File: src/rtl/hazard_pkg.sv
// Shared types and constants for the pipeline hazard controller.
package hazard_pkg;

  typedef enum logic [1:0] {
    ST_RUN     = 2'd0,
    ST_MEMWAIT = 2'd1,
    ST_ERROR   = 2'd2
  } hz_state_e;

  localparam int REG_AW_DEF = 5;
  localparam int X0_IDX     = 0;

endpackage

File: src/rtl/hazard_ctrl_sat_counter.sv
// Saturating up-counter used for the stall/flush performance counters.
module sat_counter #(
  parameter int CNT_W = 32
) (
  input  logic             clk,
  input  logic             rstn,
  input  logic             inc,
  output logic [CNT_W-1:0] cnt
);

  logic [CNT_W-1:0] cnt_q;

  always_ff @(posedge clk or negedge rstn) begin
    if (!rstn) begin
      cnt_q <= '0;
    end else if (inc && (cnt_q != {CNT_W{1'b1}})) begin
      cnt_q <= cnt_q + CNT_W'(1);
    end
  end

  assign cnt = cnt_q;

endmodule

File: src/rtl/hazard_ctrl.sv
// Pipeline hazard controller: load-use stalls, branch flushes, memory-wait freeze
// with timeout, and saturating stall/flush counters.
//
// state   | meaning
// RUN     | normal flow, no outstanding memory wait
// MEMWAIT | data memory not ready, pipeline frozen, timeout running
// ERROR   | memory timed out; permanent freeze until reset
module hazard_ctrl
  import hazard_pkg::*;
#(
  parameter int REG_AW      = REG_AW_DEF,
  parameter int MEM_TIMEOUT = 64,
  parameter int CNT_W       = 32
) (
  input  logic              clk,
  input  logic              rstn,
  input  logic [REG_AW-1:0] id_rs1,
  input  logic [REG_AW-1:0] id_rs2,
  input  logic              id_use_rs1,
  input  logic              id_use_rs2,
  input  logic              ex_memread,
  input  logic [REG_AW-1:0] ex_rd,
  input  logic              mem_branch_taken,
  input  logic              mem_req,
  input  logic              mem_ready,
  output logic              pc_write,
  output logic              if_id_write,
  output logic              id_ex_write,
  output logic              ex_mem_write,
  output logic              ctrl_select,
  output logic              if_id_flush,
  output logic              id_ex_flush,
  output logic              ex_mem_flush,
  output logic              mem_wb_bubble,
  output logic              mem_err,
  output logic [CNT_W-1:0]  stall_cnt,
  output logic [CNT_W-1:0]  flush_cnt
);

  localparam int WAIT_W = $clog2(MEM_TIMEOUT);

  hz_state_e         state_q;
  logic [WAIT_W-1:0] wait_cnt_q;
  logic              mem_err_q;

  logic freeze, branch, load_use, stall_inc, flush_inc;

  assign freeze   = (state_q == ST_ERROR) || (mem_req && !mem_ready);
  assign branch   = mem_branch_taken;
  assign load_use = ex_memread && (ex_rd != REG_AW'(X0_IDX)) &&
                    ((id_use_rs1 && (id_rs1 == ex_rd)) ||
                     (id_use_rs2 && (id_rs2 == ex_rd)));

  // Lower-priority events are masked so each cycle counts once.
  assign stall_inc = freeze || (!branch && load_use);
  assign flush_inc = !freeze && branch;

  always_comb begin
    pc_write      = 1'b1;
    if_id_write   = 1'b1;
    id_ex_write   = 1'b1;
    ex_mem_write  = 1'b1;
    ctrl_select   = 1'b1;
    if_id_flush   = 1'b0;
    id_ex_flush   = 1'b0;
    ex_mem_flush  = 1'b0;
    mem_wb_bubble = 1'b0;
    if (!rstn) begin
      pc_write     = 1'b0;
      if_id_write  = 1'b0;
      id_ex_write  = 1'b0;
      ex_mem_write = 1'b0;
      ctrl_select  = 1'b0;
    end else if (freeze) begin
      pc_write      = 1'b0;
      if_id_write   = 1'b0;
      id_ex_write   = 1'b0;
      ex_mem_write  = 1'b0;
      mem_wb_bubble = 1'b1;
    end else if (branch) begin
      if_id_flush  = 1'b1;
      id_ex_flush  = 1'b1;
      ex_mem_flush = 1'b1;
      ctrl_select  = 1'b0;
    end else if (load_use) begin
      pc_write    = 1'b0;
      if_id_write = 1'b0;
      ctrl_select = 1'b0;
    end
  end

  always_ff @(posedge clk or negedge rstn) begin
    if (!rstn) begin
      state_q    <= ST_RUN;
      wait_cnt_q <= '0;
      mem_err_q  <= 1'b0;
    end else begin
      case (state_q)
        ST_RUN: begin
          if (mem_req && !mem_ready) begin
            state_q    <= ST_MEMWAIT;
            wait_cnt_q <= WAIT_W'(1);
          end
        end
        ST_MEMWAIT: begin
          // A dropped request is treated the same as a completed access.
          if (!mem_req || mem_ready) begin
            state_q    <= ST_RUN;
            wait_cnt_q <= '0;
          end else if (wait_cnt_q == WAIT_W'(MEM_TIMEOUT - 1)) begin
            state_q   <= ST_ERROR;
            mem_err_q <= 1'b1;
          end else begin
            wait_cnt_q <= wait_cnt_q + WAIT_W'(1);
          end
        end
        ST_ERROR: begin
          state_q <= ST_ERROR;
        end
        default: begin
          state_q    <= ST_RUN;
          wait_cnt_q <= '0;
        end
      endcase
    end
  end

  assign mem_err = mem_err_q;

  sat_counter #(.CNT_W(CNT_W)) u_stall_cnt (
    .clk  (clk),
    .rstn (rstn),
    .inc  (stall_inc),
    .cnt  (stall_cnt)
  );

  sat_counter #(.CNT_W(CNT_W)) u_flush_cnt (
    .clk  (clk),
    .rstn (rstn),
    .inc  (flush_inc),
    .cnt  (flush_cnt)
  );

endmodule

File: config.mk
export PLATFORM = sky130hd
export DESIGN_NAME = hazard_ctrl
export DESIGN_NICKNAME = d
export VERILOG_FILES = /design/src/rtl/hazard_pkg.sv /design/src/rtl/hazard_ctrl_sat_counter.sv /design/src/rtl/hazard_ctrl.sv
export SDC_FILE = /design/constraint.sdc
export NUM_CORES = 1
export LEC_CHECK = 0
export ABC_CLOCK_PERIOD_IN_PS = 3000
export BUFFER_PORTS_ARGS = -buffer_cell sky130_fd_sc_hd__buf_4
export CORE_MARGIN = 1.5
export CORE_UTILIZATION = 40
export CTS_CLUSTER_SIZE = 14
export DETAILED_ROUTE_END_ITERATION = 8
export MAX_ROUTING_LAYER = met4
export PLACE_DENSITY = 0.7
export SLEW_MARGIN = 15
export SYNTH_ARGS = -nofsm -noshare
export SYNTH_HDL_FRONTEND = slang
export SYNTH_HIERARCHICAL = 1
export SYNTH_SLANG_ARGS = --single-unit
File: constraint.sdc
create_clock -name clk -period 3 [get_ports clk]
set_input_delay 0.3 -clock clk [delete_from_list [all_inputs] [get_ports clk]]
set_output_delay 0.3 -clock clk [all_outputs]
set_load 0.05 [all_outputs]
* Word level (Yosys, flattened, before mapping)
Index checks and enable logic that the tools add are counted.
** Storage, ports and cells
- Output and inout bits :: 74
- Register bits :: 73
** Operators by class
- Bitwise operators :: 2
- Equality and inequality tests :: 10
- $add $sub $neg :: 3
- Reductions and logical operators :: 22
- Multiplexer cells :: 22
** Operator list (number)
- 32-bit by 1-bit adder with 32-bit output, second input constant :: 2
- 32-bit != test, second input constant :: 2
- 6-bit two-way mux :: 3
- 6-bit one-hot mux with 3 select lines :: 1
- 1-bit two-way mux :: 14
- 5-bit == test :: 2
- 1-bit logical AND :: 9
- 6-bit by 1-bit adder with 6-bit output, second input constant :: 1
- 6-bit == test, second input constant :: 1
- 2-bit two-way mux :: 3
- 3-bit != test, second input constant :: 2
- 2-bit one-hot mux with 3 select lines :: 1
- 3-bit AND reduction :: 2
- 5-bit nonzero test :: 1
- 1-bit zero test :: 4
- 1-bit logical OR :: 4
- 2-bit by 1-bit == test with 1-bit output, second input constant :: 1
- 2-bit == test, second input constant :: 1
- 2-bit zero test :: 1
- 2-bit != test, second input constant :: 1
- 1-bit NOT :: 2
- 2-bit AND reduction :: 1

* Longest topological paths before layout
Gate-level depths: netlist of run 1.
- Word-level depth :: 8
- Depth in mapped cells :: 10
- Gate-level depth less buffers :: 9

* Hierarchy
The synthesis of run 1 kept the hierarchy.
** By module, submodules not included
- sat_counter :: cells each 151, instances 2, area each 1624.1 um2
- hazard_ctrl :: cells each 79, instances 1, area each 695.7 um2

* Worst setup path after synthesis of run 1
No wires, ideal clock.
- Path type :: input -> register
- Start :: input port ex_rd[2]
- End :: register u_stall_cnt.cnt_q[29], in the netlist u_stall_cnt/cnt[29]
- Stages :: 10
- Arrival :: 2.430 ns
- Library setup time :: 0.082 ns
- Slack :: 0.488 ns
- Required time :: 2.918 ns
- Cells stage by stage :: xor2_1 nor4_2 a32oi_1 o21ai_0 and3_1 nor2b_1 clkbuf_1 nand4_1 nor4_2 xor2_1
** On the way
- Word-level cells in the longest chain between the ends :: 7
- Elaborated cells between the ends (all ways) :: 11
- Classes of those cells :: 2 x eq/ne; 9 x reduce/logical
** Ends and longest elaborated chain
- start: declaration :: RTL line hazard_ctrl.sv:22 : input logic [REG_AW-1:0] ex_rd,
- 5-bit == test (on tied branches) :: RTL line hazard_ctrl.sv:51, hazard_ctrl.sv:52
- 1-bit logical AND (on tied branches) :: RTL line hazard_ctrl.sv:51, hazard_ctrl.sv:52
- 1-bit logical OR :: RTL line hazard_ctrl.sv:51 : ((id_use_rs1 && (id_rs1 == ex_rd)) ||
- 1-bit logical AND * :: RTL line hazard_ctrl.sv:50 : assign load_use = ex_memread && (ex_rd != REG_AW'(X0_IDX)) &&
- 1-bit logical AND * :: RTL line hazard_ctrl.sv:55 : assign stall_inc = freeze || (!branch && load_use);
- 1-bit logical OR * :: RTL line hazard_ctrl.sv:55
- net stall_inc :: RTL line hazard_ctrl.sv:46 : logic freeze, branch, load_use, stall_inc, flush_inc;
- 1-bit logical AND * :: RTL line hazard_ctrl_sat_counter.sv:16 : end else if (inc && (cnt_q != {CNT_W{1'b1}})) begin
- end signal: assignment :: RTL line hazard_ctrl_sat_counter.sv:17 : cnt_q <= cnt_q + CNT_W'(1);
- end: declaration :: RTL line hazard_ctrl_sat_counter.sv:11 : logic [CNT_W-1:0] cnt_q;
The timed path passes the listed nets; every way through them passes the cells marked *.
A chain may end at the register's enable or synchronous reset.

* Final worst setup path of run 1
- Start :: register state_q[0]
- End :: register u_flush_cnt.cnt_q[29], in the netlist u_flush_cnt/cnt[29]
** On the way
- Word-level cells in the longest chain between the ends :: 5
** Ends and longest elaborated chain
- start: declaration :: RTL line hazard_ctrl.sv:42 : hz_state_e state_q;
- start signal: assignment :: RTL line hazard_ctrl.sv:94 : state_q <= ST_RUN;
- start signal: assignment :: RTL line hazard_ctrl.sv:101 : state_q <= ST_MEMWAIT;
- start signal: assignment :: RTL line hazard_ctrl.sv:108 : state_q <= ST_RUN;
- 2-bit == test :: RTL line hazard_ctrl.sv:48 : assign freeze = (state_q == ST_ERROR) || (mem_req && !mem_ready);
- 1-bit logical OR :: RTL line hazard_ctrl.sv:48
- 1-bit zero test :: RTL line hazard_ctrl.sv:56 : assign flush_inc = !freeze && branch;
- 1-bit logical AND :: RTL line hazard_ctrl.sv:56
- net flush_inc :: RTL line hazard_ctrl.sv:46
- 1-bit logical AND :: RTL line hazard_ctrl_sat_counter.sv:16
- end signal: assignment :: RTL line hazard_ctrl_sat_counter.sv:17
- end: declaration :: RTL line hazard_ctrl_sat_counter.sv:11
The timed path passes the listed nets, and every way through them passes these cells.

==> results of run 1 <==
==> power groups by stage <==
| stage | Sequential [mW] | Combinational [mW] | Clock [mW] |
|---|---|---|---|
| final | 1.20 | 0.740 | 0.780 |
| after global routing | 1.22 | 0.792 | 0.834 |
| after CTS | 1.20 | 0.746 | 0.802 |
| after detailed placement | 1.22 | 0.744 | 0 |
| after global placement | 1.22 | 0.735 | 0 |
| after floorplan | 1.48 | 0.221 | 0 |
==> how the worst max path moves through the flow <==
stage	start	slack, ns	cells after the start	endpoint
after global routing	state_q[0]	0.31	9	u_flush_cnt/cnt[19]
after floorplan	ex_rd[2]	0.49	10	u_stall_cnt/cnt[29]
after CTS	state_q[0]	0.58	9	u_flush_cnt/cnt[29]
final	state_q[0]	0.57	9	u_flush_cnt/cnt[29]
after detailed placement	ex_rd[2]	0.34	10	u_stall_cnt/cnt[29]
after global placement	ex_rd[2]	0.51	10	u_stall_cnt/cnt[29]
==> logic make-up after synthesis <==
kind of cell    Yosys count  synth area share (%)
compound gates           33                  6.16
xor+xnor                 69                  15.3
fa+ha+maj                 3                 0.952
buf+inv                  14                  2.09
flops                    73                  46.3
mux                       4                  1.14
simple gates            185                  28.0
==> cells in the mapped netlist, types with 3 or more instances <==
cell type,count
sky130_fd_sc_hd__nor3_2,4
sky130_fd_sc_hd__nor4_1,7
sky130_fd_sc_hd__nor4_2,3
sky130_fd_sc_hd__nand3_1,32
sky130_fd_sc_hd__and4_1,8
sky130_fd_sc_hd__o211ai_1,4
sky130_fd_sc_hd__a21oi_1,8
sky130_fd_sc_hd__xor2_1,19
sky130_fd_sc_hd__o21ai_0,4
sky130_fd_sc_hd__nand4_1,31
sky130_fd_sc_hd__xnor2_1,50
sky130_fd_sc_hd__dfrtp_1,73
sky130_fd_sc_hd__buf_4,4
sky130_fd_sc_hd__nor2_1,23
sky130_fd_sc_hd__o31ai_1,4
sky130_fd_sc_hd__nand2_1,38
sky130_fd_sc_hd__a31oi_1,4
sky130_fd_sc_hd__ha_1,3
sky130_fd_sc_hd__or4_4,4
sky130_fd_sc_hd__nor3_1,7
sky130_fd_sc_hd__and3_1,6
sky130_fd_sc_hd__inv_1,6
==> sequential cells by signal (all words and copies together) (netlist names) <==
register and cells:
u_flush_cnt/cnt 32, wait_cnt_q 6, mem_err 1, state_q 2, u_stall_cnt/cnt 32
==> metrics by stage <==
stage / instances / setup slack, ns / total power, mW / hold slack (ns)
floorplan: 381 / 0.488 / 1.70 / 0.00441
detailed placement: 604 / 0.336 / 1.97 / 0.468
global route: 620 / 0.311 / 2.85 / 0.285
finish: 620 / 0.565 / 2.72 / 0.229
global placement: 604 / 0.513 / 1.95 / 0.462
CTS: 620 / 0.576 / 2.75 / 0.248
==> cell type report <==
cell class	instances	area, um2
Fill cell	919	4700
Inverter	6	22.5
Clock buffer	11	141
Tap cell	133	166
Sequential cell	73	1830
Multi-Input combinational cell	294	2030
Timing Repair Buffer	98	736
Clock inverter	5	55.1
==> routing by layer <==
layer  global-route usage, %  up-vias  routed length, um
met4                    5.90        0                 87
li1                        -     1591                  -
met3                    3.69        6                431
met5                       -        -                  0
met2                    30.2       96               4590
met1                    25.7     1631               4230
==> results, run 1 <==
- The largest incremental delay on the critical path is 0.52 ns.
- Routability-driven placement finished with a final weighted congestion of 0.899.
- Clock tree synthesis selected as its root buffer the cell sky130_fd_sc_hd__clkbuf_8.
- The placeable core region is 0.00968 mm2.
- Counting flops with a built-in enable in the synthesized netlist gives 0.
- The distinct cell type count of the synthesized netlist is 48.
- The sum of overflow across all layers after global routing is 0.
- For this configuration, the core starts out at a cell density of between 40 and 50%.
- The floorplan step defined a die boundary enclosing 0.0105 mm2.
- The fraction of final layout cells sized beyond drive strength 1 is 28.7%.
- The maximum count of clock buffers along a single path is 2.
- Each instance of the synthesized netlist takes up on average approximately 10 um2.
- The sum of buffers and inverters on the critical path is 1.
- For the final routed database, the setup TNS stands at 0 ns.
- The critical path in this run is classified as register to register.
- The cell area after placement is 0.00479 mm2.
- The share of total power in combinational logic is 27.2%.
- For this run, the register share of the synthesized area comes to 46.3%.
- The biggest fanout along the worst timing path is 7.
- The clock network accounts for 28.7% of the total power.
- Post-CTS timing repair inserted 0 buffers for setup.
- The worst-path cell with the longest stage delay is sky130_fd_sc_hd__nor2b_1.
- Net switching is 37.0% of the power.
- The number of buffer cells added on primary ports is 96.
- Dividing the final minimum period by the clock period gives 81.2%.
- In the final routed layout, each cell accounts on average for between 15 and 20 um.
- The post-synthesis register bit count is 73.
- The width of the die is 102 um.
- The kind of end point of the critical path is a register.
- The antenna diode count is 0.
- The most frequent standard cell in the layout excluding fill and tap cells is sky130_fd_sc_hd__buf_4.
- The signal on the critical path passes through nand2b_1 > and2_1 > nand2_1 > inv_1 > and3_1 > nor2b_1 > nand4_1 > nor4_2 > xor2_1.
- The hold-fix buffer count after cts is 0.
- The first detailed-routing pass took 5 iterations.
- The clock drives 73 sinks.
- In this run the power density over the cells is 546 mW/mm2.
- The fraction of registers with async set or reset after synthesis is 100%.
- For this run, the top clock speed supported by timing is 411 MHz.
- By area the synthesized netlist is led by sky130_fd_sc_hd__dfrtp_1 (46%), sky130_fd_sc_hd__xnor2_1 (11%), sky130_fd_sc_hd__nand4_1 (4.9%).
- Detailed routing inserted a total of 3324 vias.
- Across the run, the number of max-cap violations was 0.
- The worst register-to-register path has a setup slack of 0.57 ns.
- The area growth from synthesis to layout is 26.3%.
- The number of antenna violations at the first check in global routing is 0.
- The net switching power is a little over 1 mW.
- After technology mapping, the gate count stands at 381.
- The endpoint arrival time on the critical path is 2.71 ns.
- TritonCTS built the clock tree.
- The final clock skew is 0.0108 ns.
- The number of nets in the final layout is 508.
- Of the post-synthesis cell area, the dominant cell type holds 46.3%.
- The number of hold violations in the final report is 0.
- The run finished with clean final reports.
- The HPWL after detailed placement is 6890 um.
- The number of H-tree levels is 3.
- The vertical die dimension is roughly 100 um.
- The leakage power total is 2.24 nW.
- The shortest period the worst path allows is roughly 2.4 ns.
- The number of vias per cell after detailed routing is approximately 5.4.
- The transition at the pin with the smallest max-transition slack is 0.900 ns.
- The max-slew violation count is 0.
- The worst vdd rail ir drop is between 0.3 and 0.4 mV.
- The clock transition at the register clock pins on the worst setup and hold paths after CTS is ~0.080 ns.
- The path type of the worst min-delay path is input pin to async pin.
- The DRC violations left is 0.
- The insertion delay of the later-clocked pin in the worst-skew pair is 0.35 ns.
- The worst-case headroom to the max-slew limit is 40.0%.
- Leaving out fill and tap cells, the most frequent cells in the layout are sky130_fd_sc_hd__buf_4 (98), sky130_fd_sc_hd__dfrtp_1 (73), sky130_fd_sc_hd__xnor2_1 (50).
- The sequential group share of total power is 44.1%.
- The internal power of the cells totals 1.71 mW.
- In this run the critical register-to-register path is launched from state_q[0].
- Setup repair after global routing left no endpoint under its margin.
- The family of cells with the greatest summed delay on the critical path is simple AND/OR/NAND/NOR gates.
- The worst-case reg-to-reg path depth is 9.
- Global routing consumed, over all layers together, approximately a fifth of the routing resources.
- The cell type contributing the most total cell area after synthesis is sky130_fd_sc_hd__dfrtp_1.
- The violation count after the first detailed-route iteration is 130.
- The required time reported for the critical path endpoint is around 3.3 ns.
- The first global-routing pass estimated 15400 um of wire.
- In this run the remaining antenna-violating nets after routing total 0.
- Setup violations remaining at the end of the flow were counted as 0.
- Among all flip-flop cells after synthesis, the most frequent one is sky130_fd_sc_hd__dfrtp_1.
- The net count after synthesis is 407.
- The end of the worst register-to-register path is u_flush_cnt/cnt[29].
- 97 I/O pins were placed.
- After routing the design area is 0.00498 mm2.
- The number of global-route vias before repair is 3200.
- Entering global routing, the biggest net connects 74 pins.
- During synthesis, Yosys emitted a total of 6 warnings.
- The total CTS buffers is 9.
- In this run the core area contains 36 standard-cell rows.
- Cells fill between 50% and 60% of the core in the end.
- The worst setup path is launched from a register.
- The final layout contains routed wiring with a total length of 9340 um.
- Once the clock tree was built, the resizer swapped 0 gates to a different size.
- The combined area of all synthesized cells is 0.00394 mm2.
(Power assumes the default switching activity.)
==> run 2, diff against run 1 <==
--- a/config.mk
+++ b/config.mk
@@ -5,14 +5,14 @@
 export SDC_FILE = /design/constraint.sdc
 export NUM_CORES = 1
 export LEC_CHECK = 0
-export ABC_CLOCK_PERIOD_IN_PS = 3000
+export ABC_CLOCK_PERIOD_IN_PS = 2100
 export BUFFER_PORTS_ARGS = -buffer_cell sky130_fd_sc_hd__buf_4
 export CORE_MARGIN = 1.5
 export CORE_UTILIZATION = 40
 export CTS_CLUSTER_SIZE = 14
 export DETAILED_ROUTE_END_ITERATION = 8
 export MAX_ROUTING_LAYER = met4
-export PLACE_DENSITY = 0.7
+export PLACE_DENSITY = 0.72
 export SLEW_MARGIN = 15
 export SYNTH_ARGS = -nofsm -noshare
 export SYNTH_HDL_FRONTEND = slang
==> constraint.sdc (replaced) <==
create_clock -name clk -period 2.1 [get_ports clk]
set_input_delay 0.21 -clock clk [delete_from_list [all_inputs] [get_ports clk]]
set_output_delay 0.21 -clock clk [all_outputs]
set_load 0.05 [all_outputs]
==> run 2 against run 1 <==
Die area unchanged. Hold slack lost 0.051 ns. Power rose by 48%. Via count is 4.5% higher. Register-to-register slack worse by 0.44 ns. Wire length grew 3.2%. Clock-buffer cell count is the same. Non-clock buffer count increased by 23. Critical endpoint is now u_flush_cnt/cnt[15]. Largest power group unchanged. Highest routed layer unchanged.
==> results, run 2 (same netlist as run 1, synthesis figures left out) <==
- The run finished with clean final reports.
- The CTS tree is yes.
- The worst slack after detailed placement is -0.325 ns (-0.661 ns).
- The leakage power total is 2.32 nW (+3.3%).
- The number of fill cells is 844 (-8.2%).
- The net switching power is 1.42 mW (+41%).
- The number of H-tree levels is 3 (unchanged).
- The via count was 3474 (+4.5%).
- The endpoint arrival time on the critical path came to 2.20 ns (-0.51 ns).
- The fraction of final layout cells sized beyond drive strength 1 is 39.6% (+11 points).
- The number of vias per cell after detailed routing is 5.40 (+0.77%).
- The biggest fanout along the worst timing path came to 5 (-2).
- Setup repair after global routing left no endpoint under its margin.
- The timing-limited maximum frequency is 506 MHz (+23%).
- The number of global-route vias before repair came to 3210 (+0.31%).
- The overall die area is 0.0105 mm2 (unchanged).
- The shortest period the worst path allows is 1.98 ns (-0.458 ns).
- The path type of the worst min-delay path is input pin to register.
- The kind of end point of the critical path is a register.
- The HPWL after detailed placement came to 7210 um (+4.6%).
- The clock transition at the register clock pins on the worst setup and hold paths after CTS is 0.07 ns (about the same).
- The DRC violations left is 0 (unchanged).
- The max-slew violation count is 0 (unchanged).
- The reported max-cap violation count was 0 (unchanged).
- The setup slack after layout is 0.123 ns (-0.442 ns).
- The worst vdd rail ir drop is 0.610 mV (+82%).
- The transition at the pin with the smallest max-transition slack came to 0.549 ns (-0.351 ns).
- The routed length per placed instance is 15.0 um (-0.50%).
- The total length of routed wires is 9640 um (+3.2%).
- The width of the die was 102 um (unchanged).
- The sum of overflow across all layers after global routing is 0 (unchanged).
- The final period utilization is 94.1% (+13 points).
- The total CTS buffers was 9 (unchanged).
- The most frequent standard cell in the layout excluding fill and tap cells is sky130_fd_sc_hd__buf_4.
- The clock share of power is 30.1% (+1.4 points).
- The cell area after placement is 0.00499 mm2 (+4.3%).
- The antenna diode count was 0 (unchanged).
- The startpoint class of the critical path is a register.
- The worst-case headroom to the max-slew limit came to 63.1% (+23 points).
- The number of setup violations in the final report is 0 (unchanged).
- The number of antenna violations at the first check in global routing came to 0 (unchanged).
- The power per standard cell area was 766 mW/mm2 (+40%).
- The violation count after the first detailed-route iteration is 140 (+7.7%).
- The number of hold violations in the final report is 0 (unchanged).
- The placeable core region came to 0.00968 mm2 (unchanged).
- The count of TritonRoute iterations in the first routing pass is 4 (-1).
- The number of nets in the final layout came to 531 (+4.5%).
- The required time reported for the critical path endpoint is 2.32 ns (-0.96 ns).
- The global-route wire length before repair is 15500 um (+0.58%).
- In the layout the commonest cells are sky130_fd_sc_hd__buf_4 (119), sky130_fd_sc_hd__xnor2_1 (50), sky130_fd_sc_hd__dfrtp_1 (41).
- The antenna violation net count after detailed routing is 0 (unchanged).
- The insertion delay of the later-clocked pin in the worst-skew pair came to 0.34 ns (about the same).
- The internal power consumption is 2.60 mW (+52%).
- The post-route cell area is 0.00526 mm2 (+5.5%).
- The starting utilization of the core area is 40.7% (unchanged).
- The area growth from synthesis to layout is 33.2%.
- The share of total power in combinational logic was 27.2% (about the same).
- The number of buffer cells added on primary ports is 96 (unchanged).
- The number of sinks handled by clock tree synthesis is 73 (unchanged).
- The worst setup path is of the register to register kind.
- The vertical die dimension was 102 um (unchanged).
- The routability congestion estimate is 0.870 (-3.2%).
- The site row count is 36 (unchanged).
- The I/O pin count came to 97 (unchanged).
- The switching share of power is 35.3% (-1.7 points).
- The final clock skew came to 0.0140 ns (+0.00320 ns).
- The overall fraction of global-route tracks in use is 19.5% (+0.075 points).
- The largest net degree at the start of global routing was 40 (-46%).
- The sequential group share of total power is 42.7% (-1.4 points).
- The slack of the worst reg-to-reg path came to 0.12 ns (-0.44 ns).
- The maximum count of clock buffers along a single path is 2 (unchanged).
- The buffer cell driving the clock tree root is sky130_fd_sc_hd__clkbuf_8.
==> run 2: cell count changes in the layout (fill, tap and decap cells not counted), sizes merged <==
| cell | before | now |
|---|---|---|
| buf | 98 | 120 |
| dlygate4sd3 | 0 | 1 |
| bufinv | 1 | 2 |
| clkinv | 2 | 1 |
==> run 2: layout make-up <==
class | count | area [um2] | area share [%]
clock inverters | 5 | 80.1 | 1.52
clock buffers | 11 | 141 | 2.69
flip-flops and latches | 73 | 1870 | 35.5
multi-input cells | 294 | 2060 | 39.3
inverters | 6 | 22.5 | 0.429
repair buffers | 121 | 915 | 17.4
well taps | 133 | 166 | 3.17
==> run 2: worst paths after layout <==
check,depth (start not counted),start,to
setup / recovery,10,state_q[0],u_flush_cnt/cnt[15]
hold / removal,3,mem_ready,state_q[0]
setup reg to reg,10,state_q[0],u_flush_cnt/cnt[15]
hold reg to reg,1,mem_err,mem_err
max in group asynchronous,3,rstn,u_flush_cnt/cnt[5]
min in group asynchronous,3,rstn,u_stall_cnt/cnt[13]
==> run 2: power by group through the flow <==
stage	clock [mW]	sequential (mW)	combinational [mW]
after floorplan	0	2.12	0.318
after global placement	0	1.73	1.07
after detailed placement	0	1.74	1.08
after CTS	1.24	1.72	1.09
after global routing	1.31	1.75	1.17
final	1.21	1.72	1.09
==> run 2: critical path, cell delays in order, from the launching register on <==
cell	delay, ns
sky130_fd_sc_hd__dfrtp_1	0.38
sky130_fd_sc_hd__nand2b_1	0.16
sky130_fd_sc_hd__and2_4	0.19
sky130_fd_sc_hd__nand2_2	0.10
sky130_fd_sc_hd__inv_2	0.05
sky130_fd_sc_hd__and3_4	0.18
sky130_fd_sc_hd__nor2b_1	0.12
sky130_fd_sc_hd__buf_4	0.14
sky130_fd_sc_hd__buf_4	0.15
sky130_fd_sc_hd__nand3_1	0.08
sky130_fd_sc_hd__mux2_2	0.32
==> run 2: metal layers <==
metal / wire, um / GRT usage (%) / part of all wire (%)
met2: 4740 / 31.6 / 49
met1: 4360 / 24.6 / 45
met5: 0 / - / 0
met4: 112 / 5.90 / 1.2
met3: 417 / 3.97 / 4.3
==> run 2: metrics by stage <==
step | setup TNS [ns] | cells | util, % | hold WS [ns] | power [mW]
2_1_floorplan | -0.00708 | 381 | - | -0.0856 | 2.43
3_3_place_gp | -1.17 | 625 | 51.5 | 0.314 | 2.80
3_5_place_dp | -2.98 | 625 | 51.5 | 0.326 | 2.83
4_1_cts | 0 | 642 | 53.9 | 0.166 | 4.05
5_1_grt | 0 | 643 | 54.3 | 0.176 | 4.23
6_report | 0 | 643 | 54.3 | 0.177 | 4.03
==> run 2: repair_timing <==
action                     4_1_cts  5_1_grt
buffers inserted                 0        1
setup endpoints to repair        2       17
hold buffers                     1        0
pin swaps                        0        4
gates resized for setup          1        8
hold endpoints to repair        73        0
